===== src/rtl/multi_digit_counter_pkg.sv =====
// multi_digit_counter_pkg
//   Shared constants for the multi-digit counter:
//   - DIGIT_W    : width of one counter digit (4)
//   - SEG_0..F   : active-low {g,f,e,d,c,b,a} patterns for hex digits
//   - SEG_BLANK  : all segments off
//   - seg_encode : 4-bit digit -> 7-bit active-low segment pattern
package multi_digit_counter_pkg;

    localparam int DIGIT_W = 4;

    localparam logic [6:0] SEG_0 = 7'b1000000;
    localparam logic [6:0] SEG_1 = 7'b1111001;
    localparam logic [6:0] SEG_2 = 7'b0100100;
    localparam logic [6:0] SEG_3 = 7'b0110000;
    localparam logic [6:0] SEG_4 = 7'b0011001;
    localparam logic [6:0] SEG_5 = 7'b0010010;
    localparam logic [6:0] SEG_6 = 7'b0000010;
    localparam logic [6:0] SEG_7 = 7'b1111000;
    localparam logic [6:0] SEG_8 = 7'b0000000;
    localparam logic [6:0] SEG_9 = 7'b0011000;
    localparam logic [6:0] SEG_A = 7'b0001000;
    localparam logic [6:0] SEG_B = 7'b0000011;
    localparam logic [6:0] SEG_C = 7'b1000110;
    localparam logic [6:0] SEG_D = 7'b0100001;
    localparam logic [6:0] SEG_E = 7'b0000110;
    localparam logic [6:0] SEG_F = 7'b0001110;

    localparam logic [6:0] SEG_BLANK = 7'b1111111;

    function automatic logic [6:0] seg_encode(input logic [DIGIT_W-1:0] d);
        logic [6:0] s;
        case (d)
            4'h0: s = SEG_0;
            4'h1: s = SEG_1;
            4'h2: s = SEG_2;
            4'h3: s = SEG_3;
            4'h4: s = SEG_4;
            4'h5: s = SEG_5;
            4'h6: s = SEG_6;
            4'h7: s = SEG_7;
            4'h8: s = SEG_8;
            4'h9: s = SEG_9;
            4'hA: s = SEG_A;
            4'hB: s = SEG_B;
            4'hC: s = SEG_C;
            4'hD: s = SEG_D;
            4'hE: s = SEG_E;
            default: s = SEG_F;
        endcase
        return s;
    endfunction

endpackage


===== src/rtl/multi_digit_counter_seg7_decoder.sv =====
// seg7_decoder
//   Purely combinational hex digit to 7-segment decoder.
//   Ports:
//     digit : in  4-bit digit value
//     seg   : out active-low segments {g,f,e,d,c,b,a}
module seg7_decoder
    import multi_digit_counter_pkg::*;
(
    input  logic [DIGIT_W-1:0] digit,
    output logic [6:0]         seg
);

    assign seg = seg_encode(digit);

endmodule


===== src/rtl/multi_digit_counter.sv =====
// multi_digit_counter
//   Prescaled up/down counter of DIGITS 4-bit digits (hex or BCD) with a
//   7-segment output per digit and a registered wrap pulse.
//   Parameters: DIGITS (1..8), BCD (0 hex / 1 decimal), PRESCALE (1..65536)
//   Ports:
//     Clock   : in  rising-edge clock
//     Resetn  : in  asynchronous active-low reset
//     Clear   : in  synchronous clear (highest priority)
//     En      : in  count enable (freezes prescaler and count when low)
//     Up      : in  1 = up, 0 = down, sampled on the step edge
//     Load    : in  synchronous parallel load (BCD digits clamped to 9)
//     LoadVal : in  load value, digit i in [4i+3:4i]
//     Count   : out registered count
//     Seg     : out active-low segments, digit i in [7i+6:7i]
//     Wrap    : out one-cycle pulse after an all-max <-> all-zero step
//   Build option: define LEADING_ZERO_BLANK_EN to blank leading zero digits
//   (digit 0 is always shown).
module multi_digit_counter
    import multi_digit_counter_pkg::*;
#(
    parameter int DIGITS   = 4,
    parameter int BCD      = 0,
    parameter int PRESCALE = 1
) (
    input  logic                        Clock,
    input  logic                        Resetn,
    input  logic                        Clear,
    input  logic                        En,
    input  logic                        Up,
    input  logic                        Load,
    input  logic [DIGIT_W*DIGITS-1:0]   LoadVal,
    output logic [DIGIT_W*DIGITS-1:0]   Count,
    output logic [7*DIGITS-1:0]         Seg,
    output logic                        Wrap
);

    localparam int unsigned     PW      = (PRESCALE > 1) ? $clog2(PRESCALE) : 1;
    localparam logic [PW-1:0]   PS_LAST = PW'(PRESCALE - 1);
    localparam logic [3:0]      DMAX    = (BCD != 0) ? 4'd9 : 4'hF;

    logic [PW-1:0]               ps;
    logic                        step;
    logic [DIGIT_W*DIGITS-1:0]   stepped;
    logic [DIGIT_W*DIGITS-1:0]   clamped;
    logic                        wrap_step;
    logic                        carry;
    logic [3:0]                  d;
    logic [3:0]                  nd;

    assign step = En && (ps == PS_LAST);

    // Ripple carry/borrow through the digits; a carry out of the top digit
    // means every digit rolled over, i.e. the counter wrapped.
    always_comb begin
        stepped = '0;
        carry   = 1'b1;
        d       = '0;
        nd      = '0;
        for (int unsigned i = 0; i < DIGITS; i++) begin
            d  = Count[DIGIT_W*i +: DIGIT_W];
            nd = d;
            if (carry) begin
                if (Up) begin
                    if (d == DMAX) begin
                        nd = '0;
                    end else begin
                        nd    = d + 4'd1;
                        carry = 1'b0;
                    end
                end else begin
                    if (d == 4'd0) begin
                        nd = DMAX;
                    end else begin
                        nd    = d - 4'd1;
                        carry = 1'b0;
                    end
                end
            end
            stepped[DIGIT_W*i +: DIGIT_W] = nd;
        end
        wrap_step = carry;
    end

    always_comb begin
        clamped = LoadVal;
        for (int unsigned i = 0; i < DIGITS; i++) begin
            if ((BCD != 0) && (LoadVal[DIGIT_W*i +: DIGIT_W] > 4'd9)) begin
                clamped[DIGIT_W*i +: DIGIT_W] = 4'd9;
            end
        end
    end

    always_ff @(posedge Clock or negedge Resetn) begin
        if (!Resetn) begin
            Count <= '0;
            ps    <= '0;
            Wrap  <= 1'b0;
        end else if (Clear) begin
            Count <= '0;
            ps    <= '0;
            Wrap  <= 1'b0;
        end else if (Load) begin
            Count <= clamped;
            ps    <= '0;
            Wrap  <= 1'b0;
        end else if (step) begin
            Count <= stepped;
            ps    <= '0;
            Wrap  <= wrap_step;
        end else begin
            if (En) begin
                ps <= ps + PW'(1);
            end
            Wrap <= 1'b0;
        end
    end

    logic [6:0] dec_seg [DIGITS];

`ifdef LEADING_ZERO_BLANK_EN
    logic [DIGITS-1:0] blank;

    // Scan from the top digit down; a digit is blank while it and every
    // digit above it are zero. Digit 0 is never blanked.
    always_comb begin
        logic        nz;
        int unsigned idx;
        blank = '0;
        nz    = 1'b0;
        idx   = 0;
        for (int unsigned k = 0; k + 1 < DIGITS; k++) begin
            idx = DIGITS - 1 - k;
            if (Count[DIGIT_W*idx +: DIGIT_W] != 4'd0) begin
                nz = 1'b1;
            end
            blank[idx] = !nz;
        end
    end
`endif

    for (genvar g = 0; g < DIGITS; g++) begin : g_digit
        seg7_decoder u_dec (
            .digit (Count[DIGIT_W*g +: DIGIT_W]),
            .seg   (dec_seg[g])
        );
`ifdef LEADING_ZERO_BLANK_EN
        assign Seg[7*g +: 7] = blank[g] ? SEG_BLANK : dec_seg[g];
`else
        assign Seg[7*g +: 7] = dec_seg[g];
`endif
    end

endmodule


===== config.mk =====
export PLATFORM = sky130hd
export DESIGN_NAME = multi_digit_counter
export DESIGN_NICKNAME = d
export VERILOG_FILES = /design/src/rtl/multi_digit_counter_pkg.sv /design/src/rtl/multi_digit_counter_seg7_decoder.sv /design/src/rtl/multi_digit_counter.sv
export SDC_FILE = /design/constraint.sdc
export NUM_CORES = 1
export LEC_CHECK = 0
export CELL_PAD_IN_SITES_DETAIL_PLACEMENT = 1
export CELL_PAD_IN_SITES_GLOBAL_PLACEMENT = 2
export CORE_MARGIN = 10
export CORE_UTILIZATION = 31
export DETAILED_ROUTE_END_ITERATION = 16
export MAX_ROUTING_LAYER = met4
export PLACE_DENSITY = 0.83
export SLEW_MARGIN = 20
export SYNTH_ARGS = -nofsm -noshare
export SYNTH_HDL_FRONTEND = slang
export SYNTH_HIERARCHICAL = 1
export SYNTH_SLANG_ARGS = --single-unit

===== constraint.sdc =====
create_clock -name Clock -period 4.1 [get_ports Clock]
set_input_delay 0.615 -clock Clock [delete_from_list [all_inputs] [get_ports Clock]]
set_output_delay 0.615 -clock Clock [all_outputs]
set_load 0.01 [all_outputs]

==> run metrics <==
DRC=0; die height=112 um; setup TNS=0 ps; final net count=432; Hold Crit Start=ps$_DFFE_PN0P_; initial DRC count=73; crit path kind=reg -> out; # resized after CTS=0; antenna cells=0; vias in the first global route=2,532; drt pass-1 iters=4; Clock transition at path regs=70 ps; core region area=0.00818 mm2; detailed-placement wirelength estimate=6050 um; vias post-DR=2,537; worst skew pair latency=around 260 ps; R2R Path Start=Count[0]$_DFFE_PN0P_; initial core utilization=31.8%; peak supply drop=0.204 mV; number of buffer and inverter stages on the critical path=2; Yosys top cell area share=17.3%; Netlist cell types=58; Total Routing Usage GR=12.5%; max incr delay on CP=620 ps; Final min period=approximately 3000 ps; Placed Cells=476; Seq/Total Area, Yosys=17.3%; Critical Path Sink Type=output port; CTS Hold Bufs=0; Post CTS Setup Buffer Count=0; Slew headroom=a little under two fifths; FF+latch count, synth=18; Die ar.=roughly 0.012 mm2; clk_skew=6.01 ps; CP required=3480 ps; Max Transition Viols Final=0; syn avg cell area=8.10 um2; Syn Inst Count=~320; WL per Instance=16.4 um; FILL cells=a little under 1,000; Tcrit/Tclk final=74.0%; Post-Syn Nets=377; die span in x=around 110 um; Non-Filler Instances=480; static leakage=1.34 nW; CP max stage cell=dfrtp_1; deepest clock path buffer count=2; Root Driver=clkbuf_8; RSZ-0062 raised after global routing=false; # port buffers=66; cell taking the most area after synthesis=dfrtp_1; first-pass GRT wire length=13,200 um; Vias/cell=5.29; H-tree depth=1; largest net degree at the start of global routing=25; Final ANT Viol Nets=0; run status=finished, final reports clean; layout cells sized above 1=6.13%; Post-synth EDFFs=0; Pwr Density=approximately 220 mW/mm2; # setup viols final=0; Critical Path Source=Count[4]$_DFFE_PN0P_; Synth area leaders=dfrtp_1, ha_1, mux2i_1; maxcap violations=0; Ports=between 60 and 70; total CTS buffers=3; Critical Path Source Type=flip-flop; asr flop ratio synth=100%; Yosys warning count=6; placement row count=33; top fanout value on the critical path=13; Hold Path Class=reg -> reg; Fmax=0.330 GHz; Area Overhead vs Synth=28.0%; initial antenna violation count=0; Arr. time, crit path=2420 ps; CTS tree=built; worst-path cell chain=inv_1 > ha_1 > mux2i_1 > nor2_1 > a211oi_2 > clkdlybuf4s50_1; Worst Tran Pin Value=922 ps; Netlist Area Pre-Place=0.00260 mm2; total grt overflow=0; CP delay by family, top=buffers and inverters; Routed WL=just under 8000 um; Fin. Hold Viols=0; Final Wtd Congestion=0.803; Sink Count=18; Synth Flop Type=dfrtp_1; WHS=~550 ps
-- Yosys cell counts (all sizes together), types with 4 or more instances --
| library cell | n |
|---|---|
| mux2i | 18 |
| o21ai | 23 |
| a22o | 6 |
| nand2 | 14 |
| nand3 | 4 |
| clkbuf | 8 |
| xnor2 | 5 |
| nor2b | 8 |
| dfrtp | 18 |
| a21oi | 23 |
| o21bai | 4 |
| nor2 | 35 |
| buf | 9 |
| a221oi | 4 |
| xor2 | 4 |
| a211oi | 8 |
| nand2b | 6 |
| o22ai | 4 |
| ha | 34 |
| nor4b | 4 |
| nor3 | 7 |
| inv | 30 |
-- layer usage --
metal | share of wire (%) | up-vias | global-route usage (%)
met2 | 48 | 33 | 20.5
met4 | 1.0 | 0 | 2.23
li1 | - | 1265 | -
met5 | 0 | - | -
met1 | 48 | 1230 | 15.7
met3 | 2.6 | 9 | 2.09
-- metrics by stage --
step	power [mW]	setup WS, ps	utilization [%]	cell area, um2
after floorplan	0.441	2000	-	2600
after global placement	0.597	1250	40.0	3270
after detailed placement	0.603	1150	40.0	3270
after CTS	0.760	1050	40.7	3330
after global routing	0.804	901	40.7	3330
final	0.744	1070	40.7	3330
-- layout make-up --
cell class / instances / area (um2) / share of cell area (%)
clock buffer: 4 / 55.1 / 1.65
inverter: 30 / 113 / 3.38
multi-input combinational: 256 / 1910 / 57.4
sequential: 18 / 450 / 13.5
tap: 105 / 131 / 3.95
timing repair buffer: 67 / 668 / 20.1
-- sequential cells by signal, indices dropped and copies added (netlist names) --
register / flops
Count: 16
Wrap: 1
ps: 1
-- final timing paths --
check                                        endpoint  slack, ps  depth (start not counted)
worst min-delay path                   ps$_DFFE_PN0P_        550                          1
worst max register to register  Count[13]$_DFFE_PN0P_       1770                          7
min in group asynchronous       Count[15]$_DFFE_PN0P_        870                          1
worst min register to register         ps$_DFFE_PN0P_        550                          1
max in group asynchronous        Count[0]$_DFFE_PN0P_       2660                          1
worst max-delay path                          Seg[10]       1070                          6
-- power by group --
group,internal (mW),total [mW],switching (mW)
combinational,0.191,0.357,0.166
clock,0.0855,0.150,0.0641
sequential,0.187,0.238,0.0507
total,0.464,0.744,0.281
-- cell usage in the layout, fill, tap and decap left out, types with 6 or more instances in the layout --
| cell type | Yosys | final |
|---|---|---|
| a211oi_1 | 6 | 6 |
| a21oi_1 | 23 | 23 |
| a22o_1 | 6 | 6 |
| clkdlybuf4s50_1 | 0 | 66 |
| dfrtp_1 | 18 | 18 |
| ha_1 | 34 | 34 |
| inv_1 | 28 | 28 |
| mux2i_1 | 18 | 18 |
| nand2_1 | 14 | 14 |
| nand2b_1 | 6 | 6 |
| nor2_1 | 33 | 33 |
| nor2b_1 | 8 | 8 |
| nor3_1 | 7 | 7 |
| o21ai_0 | 20 | 20 |
-- cell families after synthesis --
group | Yosys count | share of synthesized area (%)
AND/OR/NAND/NOR | 98 | 21.2
buffers and inverters | 47 | 9.24
flip-flops | 18 | 17.3
adder cells (fa/ha/maj) | 34 | 16.4
XOR/XNOR | 9 | 3.03
multiplexers | 20 | 7.80
AO/OA/AOI/OAI | 95 | 25.1
(Power assumes the default switching activity.)
